--- config.mk ---
export PLATFORM = sky130hd
export DESIGN_NAME = lsu_handshake
export DESIGN_NICKNAME = d
export VERILOG_FILES = /design/src/rtl/lsu_handshake.sv
export SDC_FILE = /design/constraint.sdc
export NUM_CORES = 1
export LEC_CHECK = 0
export ABC_AREA = 1
export BUFFER_PORTS_ARGS = -buffer_cell sky130_fd_sc_hd__buf_4
export CAP_MARGIN = 20
export CELL_PAD_IN_SITES_DETAIL_PLACEMENT = 1
export CELL_PAD_IN_SITES_GLOBAL_PLACEMENT = 2
export CORE_MARGIN = 3
export CORE_UTILIZATION = 28
export DETAILED_ROUTE_END_ITERATION = 12
export PLACE_DENSITY = 0.82
export SETUP_SLACK_MARGIN = 0.2
export SYNTH_ARGS = -nofsm -noshare
export SYNTH_HDL_FRONTEND = slang
export SYNTH_SLANG_ARGS = --single-unit
export TNS_END_PERCENT = 50
--- constraint.sdc ---
create_clock -name clk -period 4.1 [get_ports clk]
set_input_delay 0 -clock clk [delete_from_list [all_inputs] [get_ports clk]]
set_output_delay 0 -clock clk [all_outputs]
set_load 0.05 [all_outputs]
--- src/rtl/lsu_handshake.sv ---
// Load/store unit: one core request at a time, valid/ready memory port, registered response.
// Optional build macro LSU_MISALIGN_TRAP_EN: fault misaligned accesses instead of aligning them down.
module lsu_handshake #(
  parameter int XLEN    = 32,
  parameter int TIMEOUT = 255
) (
  input  logic              clk,
  input  logic              rst,
  input  logic              req_valid,
  output logic              req_ready,
  input  logic              req_wen,
  input  logic [2:0]        req_func3,
  input  logic [XLEN-1:0]   req_addr,
  input  logic [XLEN-1:0]   req_wdata,
  output logic              rsp_valid,
  input  logic              rsp_ready,
  output logic [XLEN-1:0]   rsp_rdata,
  output logic              rsp_fault,
  output logic              mem_valid,
  input  logic              mem_ready,
  output logic              mem_wen,
  output logic [XLEN-1:0]   mem_addr,
  output logic [XLEN-1:0]   mem_wdata,
  output logic [XLEN/8-1:0] mem_wmask,
  input  logic              mem_rvalid,
  input  logic [XLEN-1:0]   mem_rdata
);

  // state | meaning
  // IDLE  | waiting for a core request (req_ready high)
  // ADDR  | memory command presented, waiting for mem_ready
  // DATA  | load command accepted, waiting for mem_rvalid
  // RSP   | response presented, waiting for rsp_ready

  localparam int NB   = XLEN / 8;
  localparam int OFFW = $clog2(NB);
  localparam int CW   = (TIMEOUT > 0) ? $clog2(TIMEOUT + 1) : 1;

  typedef enum logic [1:0] {IDLE, ADDR, DATA, RSP} state_t;

  state_t          state, state_d;
  logic [CW-1:0]   cnt, cnt_d;
  logic [2:0]      func3_q, func3_d;
  logic [OFFW-1:0] off_q, off_d;

  logic            rsp_valid_d, rsp_fault_d, mem_valid_d, mem_wen_d;
  logic [XLEN-1:0] rsp_rdata_d, mem_addr_d, mem_wdata_d;
  logic [NB-1:0]   mem_wmask_d;

  logic [OFFW-1:0] req_off, size_lsb, req_off_eff;
  logic [NB-1:0]   size_mask;
  logic            illegal, misalign, timeout_hit;
  logic [XLEN-1:0] addr_aligned, wdata_lane;
  logic [XLEN-1:0] rd_shift, rd_mask, rd_ext;
  logic            rd_sign;

  assign req_ready = (state == IDLE);

  // Request decode: access size, legality, alignment and byte-lane placement.
  always_comb begin
    req_off   = req_addr[OFFW-1:0];
    size_lsb  = '0;
    size_mask = '1;
    case (req_func3[1:0])
      2'b00: begin size_lsb = OFFW'(0); size_mask = NB'(1);  end
      2'b01: begin size_lsb = OFFW'(1); size_mask = NB'(3);  end
      2'b10: begin size_lsb = OFFW'(3); size_mask = NB'(15); end
      default: begin size_lsb = OFFW'(7); size_mask = '1;    end
    endcase
    illegal = (req_func3 == 3'b111) ||
              ((XLEN == 32) && ((req_func3 == 3'b011) || (req_func3 == 3'b110)));
`ifdef LSU_MISALIGN_TRAP_EN
    misalign = |(req_off & size_lsb);
`else
    misalign = 1'b0;
`endif
    req_off_eff  = req_off & ~size_lsb;
    addr_aligned = {req_addr[XLEN-1:OFFW], {OFFW{1'b0}}};
    wdata_lane   = req_wdata << {req_off_eff, 3'b000};
  end

  // Load data: move the addressed lane down, then extend per the captured func3.
  always_comb begin
    rd_shift = mem_rdata >> {off_q, 3'b000};
    rd_mask  = '1;
    rd_sign  = 1'b0;
    case (func3_q[1:0])
      2'b00: begin rd_mask = XLEN'(8'hFF);         rd_sign = rd_shift[7];  end
      2'b01: begin rd_mask = XLEN'(16'hFFFF);      rd_sign = rd_shift[15]; end
      2'b10: begin rd_mask = XLEN'(32'hFFFF_FFFF); rd_sign = rd_shift[31]; end
      default: begin rd_mask = '1;                 rd_sign = 1'b0;         end
    endcase
    rd_ext = (rd_shift & rd_mask) | ((!func3_q[2] && rd_sign) ? ~rd_mask : '0);
  end

  assign timeout_hit = (TIMEOUT != 0) && (cnt == CW'(TIMEOUT - 1));

  always_comb begin
    state_d     = state;
    cnt_d       = cnt;
    func3_d     = func3_q;
    off_d       = off_q;
    rsp_valid_d = rsp_valid;
    rsp_fault_d = rsp_fault;
    rsp_rdata_d = rsp_rdata;
    mem_valid_d = mem_valid;
    mem_wen_d   = mem_wen;
    mem_addr_d  = mem_addr;
    mem_wdata_d = mem_wdata;
    mem_wmask_d = mem_wmask;
    case (state)
      IDLE: begin
        if (req_valid) begin
          func3_d = req_func3;
          off_d   = req_off_eff;
          if (illegal || misalign) begin
            state_d     = RSP;
            rsp_valid_d = 1'b1;
            rsp_fault_d = 1'b1;
            rsp_rdata_d = '0;
          end else begin
            state_d     = ADDR;
            cnt_d       = '0;
            mem_valid_d = 1'b1;
            mem_wen_d   = req_wen;
            mem_addr_d  = addr_aligned;
            mem_wdata_d = req_wen ? wdata_lane : '0;
            mem_wmask_d = req_wen ? (size_mask << req_off_eff) : '1;
          end
        end
      end
      ADDR: begin
        if (mem_ready) begin
          mem_valid_d = 1'b0;
          if (mem_wen) begin
            state_d     = RSP;
            rsp_valid_d = 1'b1;
            rsp_fault_d = 1'b0;
            rsp_rdata_d = '0;
          end else begin
            state_d = DATA;
            cnt_d   = '0;
          end
        end else if (timeout_hit) begin
          state_d     = RSP;
          mem_valid_d = 1'b0;
          rsp_valid_d = 1'b1;
          rsp_fault_d = 1'b1;
          rsp_rdata_d = '0;
        end else begin
          cnt_d = cnt + CW'(1);
        end
      end
      DATA: begin
        if (mem_rvalid) begin
          state_d     = RSP;
          rsp_valid_d = 1'b1;
          rsp_fault_d = 1'b0;
          rsp_rdata_d = rd_ext;
        end else if (timeout_hit) begin
          state_d     = RSP;
          rsp_valid_d = 1'b1;
          rsp_fault_d = 1'b1;
          rsp_rdata_d = '0;
        end else begin
          cnt_d = cnt + CW'(1);
        end
      end
      RSP: begin
        if (rsp_ready) begin
          state_d     = IDLE;
          rsp_valid_d = 1'b0;
          rsp_fault_d = 1'b0;
          rsp_rdata_d = '0;
        end
      end
      default: state_d = IDLE;
    endcase
  end

  always_ff @(posedge clk or posedge rst) begin
    if (rst) begin
      state     <= IDLE;
      cnt       <= '0;
      func3_q   <= '0;
      off_q     <= '0;
      rsp_valid <= 1'b0;
      rsp_fault <= 1'b0;
      rsp_rdata <= '0;
      mem_valid <= 1'b0;
      mem_wen   <= 1'b0;
      mem_addr  <= '0;
      mem_wdata <= '0;
      mem_wmask <= '0;
    end else begin
      state     <= state_d;
      cnt       <= cnt_d;
      func3_q   <= func3_d;
      off_q     <= off_d;
      rsp_valid <= rsp_valid_d;
      rsp_fault <= rsp_fault_d;
      rsp_rdata <= rsp_rdata_d;
      mem_valid <= mem_valid_d;
      mem_wen   <= mem_wen_d;
      mem_addr  <= mem_addr_d;
      mem_wdata <= mem_wdata_d;
      mem_wmask <= mem_wmask_d;
    end
  end

endmodule

# After elaboration in Yosys (flattened, before gate mapping)
# Cells that the tools add are included.
[totals]
ff_bits = 117
latchBits = 0
ramBits = 0
mem_bits_ro = 0
mem_count = 0
[classes]
add_sub_neg = 1
multipliers = 0
n_div = 0
order_cmp = 0
eq_ne = 18
shifts = 3
muxes = 48
n_bitwise = 6
reduce_logical = 15
[ops]
columns = ["cell", "n"]
rows = [
  ["2-to-1 mux 32 bit", 9],
  ["case mux 32 bit (4 select lines)", 1],
  ["case mux 32 bit (2 select lines)", 1],
  ["2-to-1 mux 8 bit", 6],
  ["bitwise AND 32 bit", 1],
  ["NOT 32 bit", 1],
  ["bitwise OR 32 bit", 1],
  ["<< shifter 32 x 5 -> 32 bit", 1],
  [">> shifter 32 x 5 -> 32 bit", 1],
  ["case mux 8 bit (3 select lines)", 1],
  ["2-to-1 mux 1 bit", 16],
  ["2-to-1 mux 2 bit", 6],
  ["inequality test 3 bit, second input constant", 3],
  ["adder 8 x 1 -> 8 bit, second input constant", 1],
  ["equality test 8 bit, second input constant", 1],
  ["inequality test 2 bit, second input constant", 4],
  ["case mux 1 bit (4 select lines)", 2],
  ["case mux 2 bit (4 select lines)", 1],
  ["case mux 4 bit (2 select lines)", 1],
  ["AND reduction 4 bit", 2],
  ["equality test 2 x 1 -> 1 bit, second input constant", 3],
  ["equality test 2 bit, second input constant", 3],
  ["equality test 3 bit, second input constant", 2],
  ["zero test 2 bit", 3],
  ["other kinds (18)", 20],
]

# Logic depth before layout (Yosys ltp)
[depth]
depth_word = 7
ltp_mapped = 12

# Least setup slack after synthesis
# OpenSTA, ideal clock, no wires.
[synth_timing]
kind = "reg2reg"
from = "register state[0]"
to = "register rsp_rdata[26]"
t_arrival_ps = 1873
setup_slack_ps = 2105
stages_incl_launch_ff = 11
cell_sequence = "dfrtp_1 inv_1 ha_1 nand2_2 nand2_2 inv_2 nand4_4 nor2_4 buf_6 o21ai_1 o21ai_2"
[synth_between]
elab_chain_cells = 3
word_cells_on_any_way = 10
cone_classes = "eq/ne: 7; mux: 1; reduce/logical: 2"
[synth_lines]
columns = ["element", "line", "text"]
rows = [
  ["from (decl)", "41", "state_t state, state_d;"],
  ["from (signal assigned)", "196", "state <= state_d;"],
  ["zero test 2 bit *", "n/a", ""],
  ["net req_ready", "10", "output logic req_ready,"],
  ["inequality test 2 x 1 -> 1 bit (no line) / inequality test 2 bit (equally long branches)", "n/a", ""],
  ["AND reduction 4 bit (no line)", "n/a", ""],
  ["to (signal assigned)", "202", "rsp_rdata <= rsp_rdata_d;"],
  ["to (decl)", "17", "output logic [XLEN-1:0] rsp_rdata,"],
]
# The timed path passes the listed nets; every way through them passes the cells marked *.
# A chain may end at the register's enable or synchronous reset.

# Worst setup path after layout
[layout_timing]
from = "register state[0]"
to = "register mem_wmask[1]"
[layout_between]
elab_chain_cells = 2
[layout_lines]
columns = ["element", "line", "text"]
rows = [
  ["zero test 2 bit", "111", "case (state)"],
  ["AND reduction 3 bit (no line)", "n/a", ""],
  ["to (signal assigned)", "207", "mem_wmask <= mem_wmask_d;"],
  ["to (decl)", "24", "output logic [XLEN/8-1:0] mem_wmask,"],
]
# Every way passes these cells.

==> flow_summary.yaml <==
outcome:
  status: "complete, no violations"
route:
  ant_nets: 0
  maxUsedRoutingLayer: "met4"
  drt-initial-drc-count: 237
  dr.pass1.iters: 4
  via_per_inst: 4.775
  drt-met1-wl_mm: 10.10
  drc: 0
  wl_per_cell_um: 17.01
  routed_wl_mm: 22.92
  met2_length_mm: 11.24
  vias: 6432
  dr_wl_met3_mm: 1.402
timing:
  fmax_mhz: 327.0
  slew_violations: 0
  worst_slew_pin_slew_ns: 0.7574
  final-setup-viol-count: 0
  finalCriticalPeriod_ns: 3.058
  rsz0062_at_grt: "false"
  setup_tns_ns: 0
  period_share_pct: 74.58
  skew_ns: 0.008425
  hold_viol: 0
  slew_headroom_pct: 49.33
floorplan:
  die_area_mm2: 0.02421
  die_x_um: 155.6
  core_mm2: 0.02189
  start_util_pct: 28.63
  die_height_um: 155.6
  rows: 54
  pin_count: 211
clocking:
  clock_path_buffers: 2
  cts.sinks: 117
  clk_latency_ns: 0.41
  cts_tree: "yes"
  cts.root.buffer_cell: "clkbuf_16"
  cts_made_buffers: 17
  clkSlewWorstSetupHoldPaths_ns: 0.07
  cts_max_level: 4
critical_path:
  crit_type: "reg -> reg"
  cp_max_fo: 64
  arrival_ns: 3.35
  worstReg2RegEnd: "mem_wmask[1]$_DFFE_PP0P_"
  endpoint_kind: "flip-flop"
  start_kind: "flip-flop"
  critPathRequiredTime_ns: 4.40
  cp_num_buf_inv: 4
  cp-startpoint: "state[0]$_DFFE_PP0P_"
  worst_path_largest_cell_delay_ns: 0.58
  rr_worst_depth: 8
  r2r_start: "state[0]$_DFFE_PP0P_"
  endpoint: "mem_wmask[1]$_DFFE_PP0P_"
  rrSetupSlack_ns: 1.04
  cp_cell_sequence: "inv_1 -> ha_1 -> nand3_2 -> buf_4 -> inv_2 -> o22ai_1 -> a31oi_1 -> dlygate4sd3_1"
  crit_family: "buffers and inverters"
  cp_num_cells: 8
  worst_path_max_delay_cell: "dlygate4sd3_1"
power:
  power.density_mw_per_mm2: 791.0
  p_comb_share_pct: 54.0
  clockPowerShare_pct: 19.9
  irDropWorstVdd_v: 0.0004016
  power.total_w: 0.007380
  p_switching_w: 0.003782
  leakagePower_nw: 4.791
  p_int_w: 0.003598
  pwr-share-seq_pct: 26.1
  swShare_pct: 51.25
logic_synthesis:
  synthArstFlopShare_pct: 100.0
  ys_seq_area_share_pct: 46.72
  yosysMostFrequentCell: "nand2_1"
  synthMuxAreaShare_pct: 1.777
  ys.flop_type: "dfrtp_1"
  synth_top_cell_area_share_pct: 46.72
  synth_area_mm2: 0.006267
  synthSimpleGateAreaFrac_pct: 24.56
  yosys.cell_types.count: 38
  synth_area_per_cell_um2: 8.004
  synth.top_cells.by_count: "272 x nand2_1, 117 x dfrtp_1, 65 x o21ai_0"
  ys_warn_count: 0
  synthTopCellsByArea: "dfrtp_1 47%, nand2_1 16%, o21ai_0 5.2%, o21ai_1 3.3%, nand3_1 3.0%"
  synth_edf_count: 0
  synth_xor_area_share_pct: 0
  synth_fa_ha_area_share_pct: 1.397
  synth-seq-cells: 117
  synthesis.instances: 783
  synth_compound_gate_area_share_pct: 17.45
  synth_top_cell_by_area: "dfrtp_1"
  synth_top_family_by_area: "simple AND/OR/NAND/NOR gates"
worst_hold_path:
  hold_depth: 5
  min_path_type: "in -> reg"
placed_design:
  io_buffers: 208
  dp_hpwl_mm: 15.66
  gp_congestion: 0.7604
global_route:
  grtUsageTotal_pct: 19.09
  grt_overflow: 0
  grt_pass1_wl_mm: 37.28
  grt_max_degree: 65
  antenna_found_initial: 0
  grt_pass1_vias: 6939
flow_run:
  max_cap_violations: 0
final_layout:
  syn2layout_area_growth_pct: 48.87
  antennaDiodeCount: 0
  drive_above_1_share_pct: 26.71
  nets: 1167
  fillers: 2661
==> flip-flops by register name, summed over array words and instances, names as in the netlist <==
register / count
mem_wdata: 32
state: 2
func3_q: 3
rsp_rdata: 32
cnt: 8
rsp_valid: 1
mem_addr: 30
rsp_fault: 1
off_q: 2
mem_valid: 1
mem_wen: 1
mem_wmask: 4
==> worst min-delay path by stage <==
stage | startpoint | endpoint | slack [ns]
after floorplan | req_addr[10] | mem_addr[10]$_DFFE_PP0P_ | 0.11
after global placement | rst | mem_addr[18]$_DFFE_PP0P_ | 0.05
after detailed placement | rst | mem_addr[18]$_DFFE_PP0P_ | 0.05
after CTS | req_wdata[16] | mem_wdata[16]$_DFFE_PP0P_ | 0.0009
after global routing | req_wdata[16] | mem_wdata[16]$_DFFE_PP0P_ | 0.02
final | req_wdata[1] | mem_wdata[17]$_DFFE_PP0P_ | 0.02
==> power by group through the flow <==
stage,Combinational (W),Clock [W],Sequential (W)
2_1_floorplan,0.00154,0,0.00313
3_3_place_gp,0.00390,0,0.00193
3_5_place_dp,0.00393,0,0.00193
4_1_cts,0.00403,0.00151,0.00192
5_1_grt,0.00434,0.00156,0.00198
6_report,0.00399,0.00147,0.00192
==> metal layers <==
layer  vias up  GRT usage [%]
li1       3133              -
met1      3122          23.97
met2       165          33.13
met3        12          5.243
met4         0          3.877
met5         -              0
==> tightest hold or removal path: cells and delay by family <==
kind            cells  cell delay, ns
compound gates      1            0.10
buf+inv             2            0.12
simple gates        2            0.19
==> metrics by stage <==
step / instances / setup slack (ns) / instance area [um2] / utilization [%] / hold WS [ns]
3_5_place_dp: 1233 / 1.567 / 7939 / 36.27 / 0.05127
6_report: 1347 / 1.042 / 9330 / 42.62 / 0.02127
4_1_cts: 1347 / 1.007 / 9330 / 42.62 / 0.0009145
3_3_place_gp: 1233 / 1.636 / 7939 / 36.27 / 0.04943
5_1_grt: 1347 / 0.7780 / 9330 / 42.62 / 0.02350
2_1_floorplan: 784 / 0.9992 / 6271 / - / 0.1096
==> final cells by class <==
cell class | instances | area (um2) | share of cell area (%)
clock buffers | 18 | 429.2 | 4.600
inverters | 60 | 230.2 | 2.467
clock inverters | 14 | 141.4 | 1.515
repair buffers | 294 | 2412 | 25.85
well taps | 280 | 350.3 | 3.755
multi-input cells | 564 | 2839 | 30.43
flip-flops and latches | 117 | 2928 | 31.38
==> logic make-up after synthesis <==
family,Yosys count
other,1
multiplexers,11
buffers and inverters,103
adder cells (fa/ha/maj),7
AO/OA/AOI/OAI,183
AND/OR/NAND/NOR,361
flip-flops,117
==> repair_timing <==
item                      in CTS  in global routing
hold buffers                  82                  0
setup buffers                  0                  0
hold endpoints to repair      98                  0
resized for setup              0                  0
==> cells in the final DEF (no fill, tap or decap), types with 3 or more instances in the layout <==
| cell type | netlist | routed |
|---|---|---|
| nand2_1 | 272 | 272 |
| nor2_4 | 3 | 3 |
| nand2_2 | 10 | 10 |
| nand3_1 | 37 | 37 |
| inv_1 | 47 | 46 |
| a21oi_1 | 19 | 19 |
| nor2_1 | 26 | 26 |
| a32o_1 | 15 | 15 |
| ha_1 | 7 | 7 |
| dfrtp_1 | 117 | 117 |
| dlygate4sd3_1 | 0 | 82 |
| o21bai_1 | 3 | 3 |
| mux2i_1 | 10 | 10 |
| buf_4 | 8 | 212 |
| o211ai_1 | 21 | 21 |
| o21ai_1 | 41 | 41 |
| o21ai_0 | 65 | 65 |
| o21ai_2 | 4 | 4 |
| o22ai_1 | 7 | 7 |
| nand3_2 | 3 | 3 |
| o31ai_1 | 4 | 4 |
| inv_2 | 12 | 12 |
| clkinv_4 | 0 | 3 |
| clkbuf_16 | 0 | 17 |
| inv_6 | 0 | 7 |
No activity file was read; power rests on OpenSTA's default activity.
